==> config.mk <==
export PLATFORM = sky130hd
export DESIGN_NAME = mppt_po_controller
export DESIGN_NICKNAME = d
export VERILOG_FILES = /design/src/rtl/mppt_po_controller.sv
export SDC_FILE = /design/constraint.sdc
export NUM_CORES = 1
export LEC_CHECK = 0
export BUFFER_PORTS_ARGS = -buffer_cell sky130_fd_sc_hd__buf_2
export CORE_ASPECT_RATIO = 1.25
export CORE_UTILIZATION = 60
export CTS_BUF_LIST = sky130_fd_sc_hd__clkbuf_8
export DETAILED_ROUTE_END_ITERATION = 10
export GPL_TIMING_DRIVEN = 1
export PLACE_DENSITY = 0.8
export SLEW_MARGIN = 15
export SYNTH_ARGS = -nofsm -noshare
export SYNTH_HDL_FRONTEND = slang
export SYNTH_SLANG_ARGS = --single-unit
export TNS_END_PERCENT = 20
==> constraint.sdc <==
create_clock -name clk -period 6.5 [get_ports clk]
set_clock_uncertainty 0.1 [all_clocks]
set_input_delay 1.625 -clock clk [delete_from_list [all_inputs] [get_ports clk]]
set_output_delay 1.625 -clock clk [all_outputs]
set_load 0.05 [all_outputs]
==> src/rtl/mppt_po_controller.sv <==
// +----------------------------------------------------------------------------+
// | mppt_po_controller                                                         |
// | Perturb-and-observe MPPT: samples V/I, computes power, steps PWM duty.     |
// | Rev 1.0 - initial release                                                  |
// +----------------------------------------------------------------------------+
`default_nettype none

module mppt_po_controller #(
  parameter int SETTLE_CYCLES = 1000,
  parameter int STEP          = 4,
  parameter int DUTY_MIN      = 16,
  parameter int DUTY_MAX      = 240,
  parameter int DUTY_INIT     = 128,
  parameter int TIMEOUT       = 255
) (
  input  logic        clk,
  input  logic        rst_n,
  input  logic        enable,
  output logic        sample_req,
  input  logic        sample_valid,
  input  logic [7:0]  v_sample,
  input  logic [7:0]  i_sample,
  output logic [7:0]  duty,
  output logic        dir_up,
  output logic [15:0] power,
  output logic        timeout_err,
  output logic        busy
);

  typedef enum logic [2:0] {
    S_IDLE    = 3'd0,
    S_SETTLE  = 3'd1,
    S_WAIT    = 3'd2,
    S_COMPUTE = 3'd3,
    S_UPDATE  = 3'd4
  } state_t;

  localparam int CNT_TOP = (SETTLE_CYCLES > TIMEOUT) ? SETTLE_CYCLES : TIMEOUT;
  localparam int CW      = $clog2(CNT_TOP + 1);

  localparam logic [CW-1:0] SETTLE_LAST  = CW'(SETTLE_CYCLES - 1);
  localparam logic [CW-1:0] TIMEOUT_LAST = CW'(TIMEOUT - 1);
  localparam logic [9:0]    STEP_W       = 10'(STEP);
  localparam logic [9:0]    MIN_W        = 10'(DUTY_MIN);
  localparam logic [9:0]    MAX_W        = 10'(DUTY_MAX);
  localparam logic [7:0]    INIT_W       = 8'(DUTY_INIT);

  state_t        state, state_n;
  logic [CW-1:0] cnt, cnt_n;
  logic [7:0]    v_lat, v_lat_n, i_lat, i_lat_n;
  logic [15:0]   p_prev, p_prev_n, power_n;
  logic [7:0]    duty_n;
  logic          dir_n, terr_n;
  logic          dir_cand;
  logic [9:0]    stepped;

  always_ff @(posedge clk or negedge rst_n) begin
    if (!rst_n) begin
      state       <= S_IDLE;
      cnt         <= '0;
      v_lat       <= '0;
      i_lat       <= '0;
      p_prev      <= '0;
      power       <= '0;
      duty        <= INIT_W;
      dir_up      <= 1'b1;
      timeout_err <= 1'b0;
    end else begin
      state       <= state_n;
      cnt         <= cnt_n;
      v_lat       <= v_lat_n;
      i_lat       <= i_lat_n;
      p_prev      <= p_prev_n;
      power       <= power_n;
      duty        <= duty_n;
      dir_up      <= dir_n;
      timeout_err <= terr_n;
    end
  end

  // 10-bit signed-style step: bit 9 flags a downward step that went below zero.
  always_comb begin
    dir_cand = (power < p_prev) ? ~dir_up : dir_up;
    stepped  = dir_cand ? ({2'b00, duty} + STEP_W) : ({2'b00, duty} - STEP_W);
  end

  always_comb begin
    state_n  = state;
    cnt_n    = cnt;
    v_lat_n  = v_lat;
    i_lat_n  = i_lat;
    p_prev_n = p_prev;
    power_n  = power;
    duty_n   = duty;
    dir_n    = dir_up;
    terr_n   = timeout_err;

    if (!enable) begin
      state_n = S_IDLE;
      cnt_n   = '0;
      terr_n  = 1'b0;
    end else begin
      case (state)
        S_IDLE: begin
          state_n = S_SETTLE;
          cnt_n   = '0;
        end
        S_SETTLE: begin
          if (cnt == SETTLE_LAST) begin
            state_n = S_WAIT;
            cnt_n   = '0;
          end else begin
            cnt_n = cnt + 1'b1;
          end
        end
        S_WAIT: begin
          if (sample_valid) begin
            v_lat_n = v_sample;
            i_lat_n = i_sample;
            state_n = S_COMPUTE;
            cnt_n   = '0;
          end else if (cnt == TIMEOUT_LAST) begin
            terr_n  = 1'b1;
            state_n = S_SETTLE;
            cnt_n   = '0;
          end else begin
            cnt_n = cnt + 1'b1;
          end
        end
        S_COMPUTE: begin
          power_n = {8'd0, v_lat} * {8'd0, i_lat};
          state_n = S_UPDATE;
        end
        S_UPDATE: begin
          if (dir_cand && (stepped > MAX_W)) begin
            duty_n = MAX_W[7:0];
            dir_n  = 1'b0;
          end else if (!dir_cand && (stepped[9] || (stepped < MIN_W))) begin
            duty_n = MIN_W[7:0];
            dir_n  = 1'b1;
          end else begin
            duty_n = stepped[7:0];
            dir_n  = dir_cand;
          end
          p_prev_n = power;
          state_n  = S_SETTLE;
          cnt_n    = '0;
        end
        default: begin
          state_n = S_IDLE;
          cnt_n   = '0;
        end
      endcase
    end
  end

  assign sample_req = (state == S_WAIT);
  assign busy       = (state != S_IDLE);

endmodule

`default_nettype wire

==> results_dict.tcl <==
set metrics [dict create \
    vias_per_cell 5.49 \
    end_kind "flip-flop" \
    ys_seq_elements 69 \
    core.rowCount 39 \
    syn-cell-area_sq_um 5610 \
    seq_power_share 0.250 \
    fin_tns_setup_ps 0 \
    swShare 0.495 \
    cts_resized 0 \
    track_usage 0.254 \
    grt_max_degree 70 \
    p_switching_mw 1.48 \
    avgSynthCellArea_sq_um 9.12 \
    dr.first_iter.drc_count 209 \
    required_ps 6630 \
    worstMarginPinSlew_ps 859 \
    area_delta_synth_final_pct 8.35 \
    fmax_mhz 216 \
    vias 4291 \
    core-area_sq_um 9130 \
    grt.overflow.total 0 \
    fillCellCount 786 \
    final_core_util 0.666 \
    use_met2 0.458 \
    timing.final.crit_share 0.711 \
    dp_hpwl_um 8350 \
    drive_gt1_frac 0.134 \
    power_frac_comb 0.650 \
    worst_skew_pair.late_latency_ps 360 \
    met1_usage 0.307 \
    critPathMaxFanout 9 \
    cts_hold_buf 0 \
    post-place-ws_ps 1870 \
    htreeDepth 3 \
    rsz0062_at_grt "no" \
    powerDensity_nw_per_um2 491 \
    setup_ws_ps 1880 \
    worst_path_largest_cell_delay_ps 550 \
    cp-start-kind "flip-flop" \
    ys_warn_count 0 \
    die_h_um 110 \
    power.total_mw 2.98 \
    post_cts_buffers 0 \
    drv_slew 0 \
    grt_busiest_layer "met2" \
    grt_pass1_wl_um 19100 \
    worst-setup-path-type "flip-flop to flip-flop" \
    grt_use_met3 0.0387 \
    crit_family "adder cells" \
    nets 766 \
    period_needed_ps 4620 \
    worst_path_most_repeated_cell "fa_1" \
    wl_per_cell_um 13.8 \
    path_cells "and2_1 -> fa_1 -> fa_1 -> fa_1 -> inv_1 -> fa_1 -> inv_1 -> ha_1 -> or2_2 -> a21oi_1 -> a21oi_1 -> a211oi_1 -> mux2i_1 -> o31ai_1" \
    max-clock-path-buffers 2 \
    die_area_sq_um 9740 \
    path_buf_inv 2 \
    cp.arrival_ps 4750 \
    clockPowerShare 0.100 \
    ant_nets 0 \
    hold_viol 0 \
    drv_cap 0 \
    synthArstFlopShare 1.00 \
    syn_inst 615 \
    drc 0 \
    clkTransAtPathRegs_ps 70 \
    critPathSlowestCell "fa_1" \
    p_int_mw 1.51 \
    die_width_um 88.5 \
    ys_seq_area_frac 0.308 \
    numPortBuffers 45 \
    first_pass_iters 4 \
    root_buffer "clkbuf_8" \
    cts_sinks 69 \
    n_antenna_cell 0 \
    place_congestion 0.902 \
    synth_edf_count 0 \
    peakVddDrop_uv 282 \
    outcome "completed" \
    synth_flop_cell "dfrtp_1" \
    p_leak_nw 3.16 \
    grt_pass1_vias 4343 \
    hp-class "flip-flop to flip-flop" \
    boundaryPins 48 \
    routed_wl_um 10800 \
    antenna_found_initial 0 \
    start_util 0.614 \
    yosysUniqueCellTypes 51 \
    cts_tree "yes" \
    cts_made_buffers 9 \
    setup_violations 0 \
    slew_headroom 0.427 \
]
-- power groups by stage --
stage / clock network [mW] / logic [mW] / registers, mW
floorplan: 0 / 1.42 / 0.846
global placement: 0 / 1.84 / 0.744
detailed placement: 0 / 1.94 / 0.756
CTS: 0.305 / 1.97 / 0.748
global route: 0.325 / 2.25 / 0.776
finish: 0.298 / 1.94 / 0.747
-- worst paths after layout --
check                              start  cells after the start  slack, ps         to
worst max-delay path            v_lat[1]                     14       1880  power[15]
worst min register to register    cnt[7]                      1        410     cnt[7]
max in group asynchronous          rst_n                      2       4380  p_prev[8]
worst max register to register  v_lat[1]                     14       1880  power[15]
min in group asynchronous          rst_n                      2       1350    duty[6]
worst min-delay path              cnt[7]                      1        410     cnt[7]
-- stage by stage --
stage | hold WS (ps) | instances | instance area, sq um
floorplan | 368 | 616 | 5610
global placement | 386 | 767 | 5920
detailed placement | 400 | 767 | 5920
CTS | 410 | 782 | 6070
global route | 430 | 782 | 6070
finish | 408 | 782 | 6070
-- state kept, by name (all words and copies together) (netlist names) --
name         count
v_lat            8
p_prev          16
cnt             10
state            3
i_lat            8
duty             6
dir_up           1
timeout_err      1
power           16
-- final cells by class --
| class | count | area [sq um] | area share |
|---|---|---|---|
| Multi-Input combinational cell | 450 | 3500 | 0.577 |
| Clock inverter | 6 | 32.5 | 0.00536 |
| Clock buffer | 9 | 124 | 0.0204 |
| Tap cell | 123 | 154 | 0.0253 |
| Inverter | 78 | 293 | 0.0482 |
| Timing Repair Buffer | 47 | 240 | 0.0395 |
| Sequential cell | 69 | 1730 | 0.285 |
-- placed cells by master, fill, tap and decap left out, types with 3 or more instances in the layout --
cell type and count:
nand2_1 85, inv_1 79, dfrtp_1 67, o21ai_0 56
and2_1 55, ha_1 55, buf_2 45, fa_1 36
nor2_1 20, a21oi_1 20, mux2_2 17, nand3_1 9
xor2_1 9, clkbuf_8 9, nor2b_1 8, a31oi_1 8
mux2i_1 7, and3_1 6, nor3_1 5, a21o_1 4
nand4b_1 4, o31ai_1 4, clkinv_2 4, a211oi_1 3
o21a_1 3, nand4_1 3
-- synth_stat cells (9+ instances only) --
cell | n | area [sq um]
nand2_1 | 85 | 319
inv_1 | 78 | 293
dfrtp_1 | 67 | 1680
o21ai_0 | 56 | 280
and2_1 | 55 | 344
ha_1 | 55 | 688
fa_1 | 36 | 721
a21oi_1 | 20 | 100
nor2_1 | 20 | 75.1
mux2_2 | 17 | 191
clkbuf_1 | 14 | 52.6
nand3_1 | 9 | 45.0
xor2_1 | 9 | 78.8
-- kinds of logic (layout without fill, tap and decap cells) --
group                      after synthesis  after routing  share of synthesized area
other                                    1              2                   0.000669
AOI/OAI and AO/OA                      112            112                      0.118
muxes                                   25             25                     0.0493
xor gates and xnor gates                10             10                     0.0156
and+or+nand+nor                        210            210                      0.189
DFF                                     69             69                      0.308
adders and majority gates               91             91                      0.251
buffers and inverters                   97            140                     0.0678
-- per-layer routing --
| metal | share of wire | vias to the layer above |
|---|---|---|
| li1 | - | 2115 |
| met1 | 0.43 | 2073 |
| met2 | 0.52 | 87 |
| met3 | 0.033 | 16 |
| met4 | 0.016 | 0 |
| met5 | 0 | - |
Power figures use the tool's default switching activity.
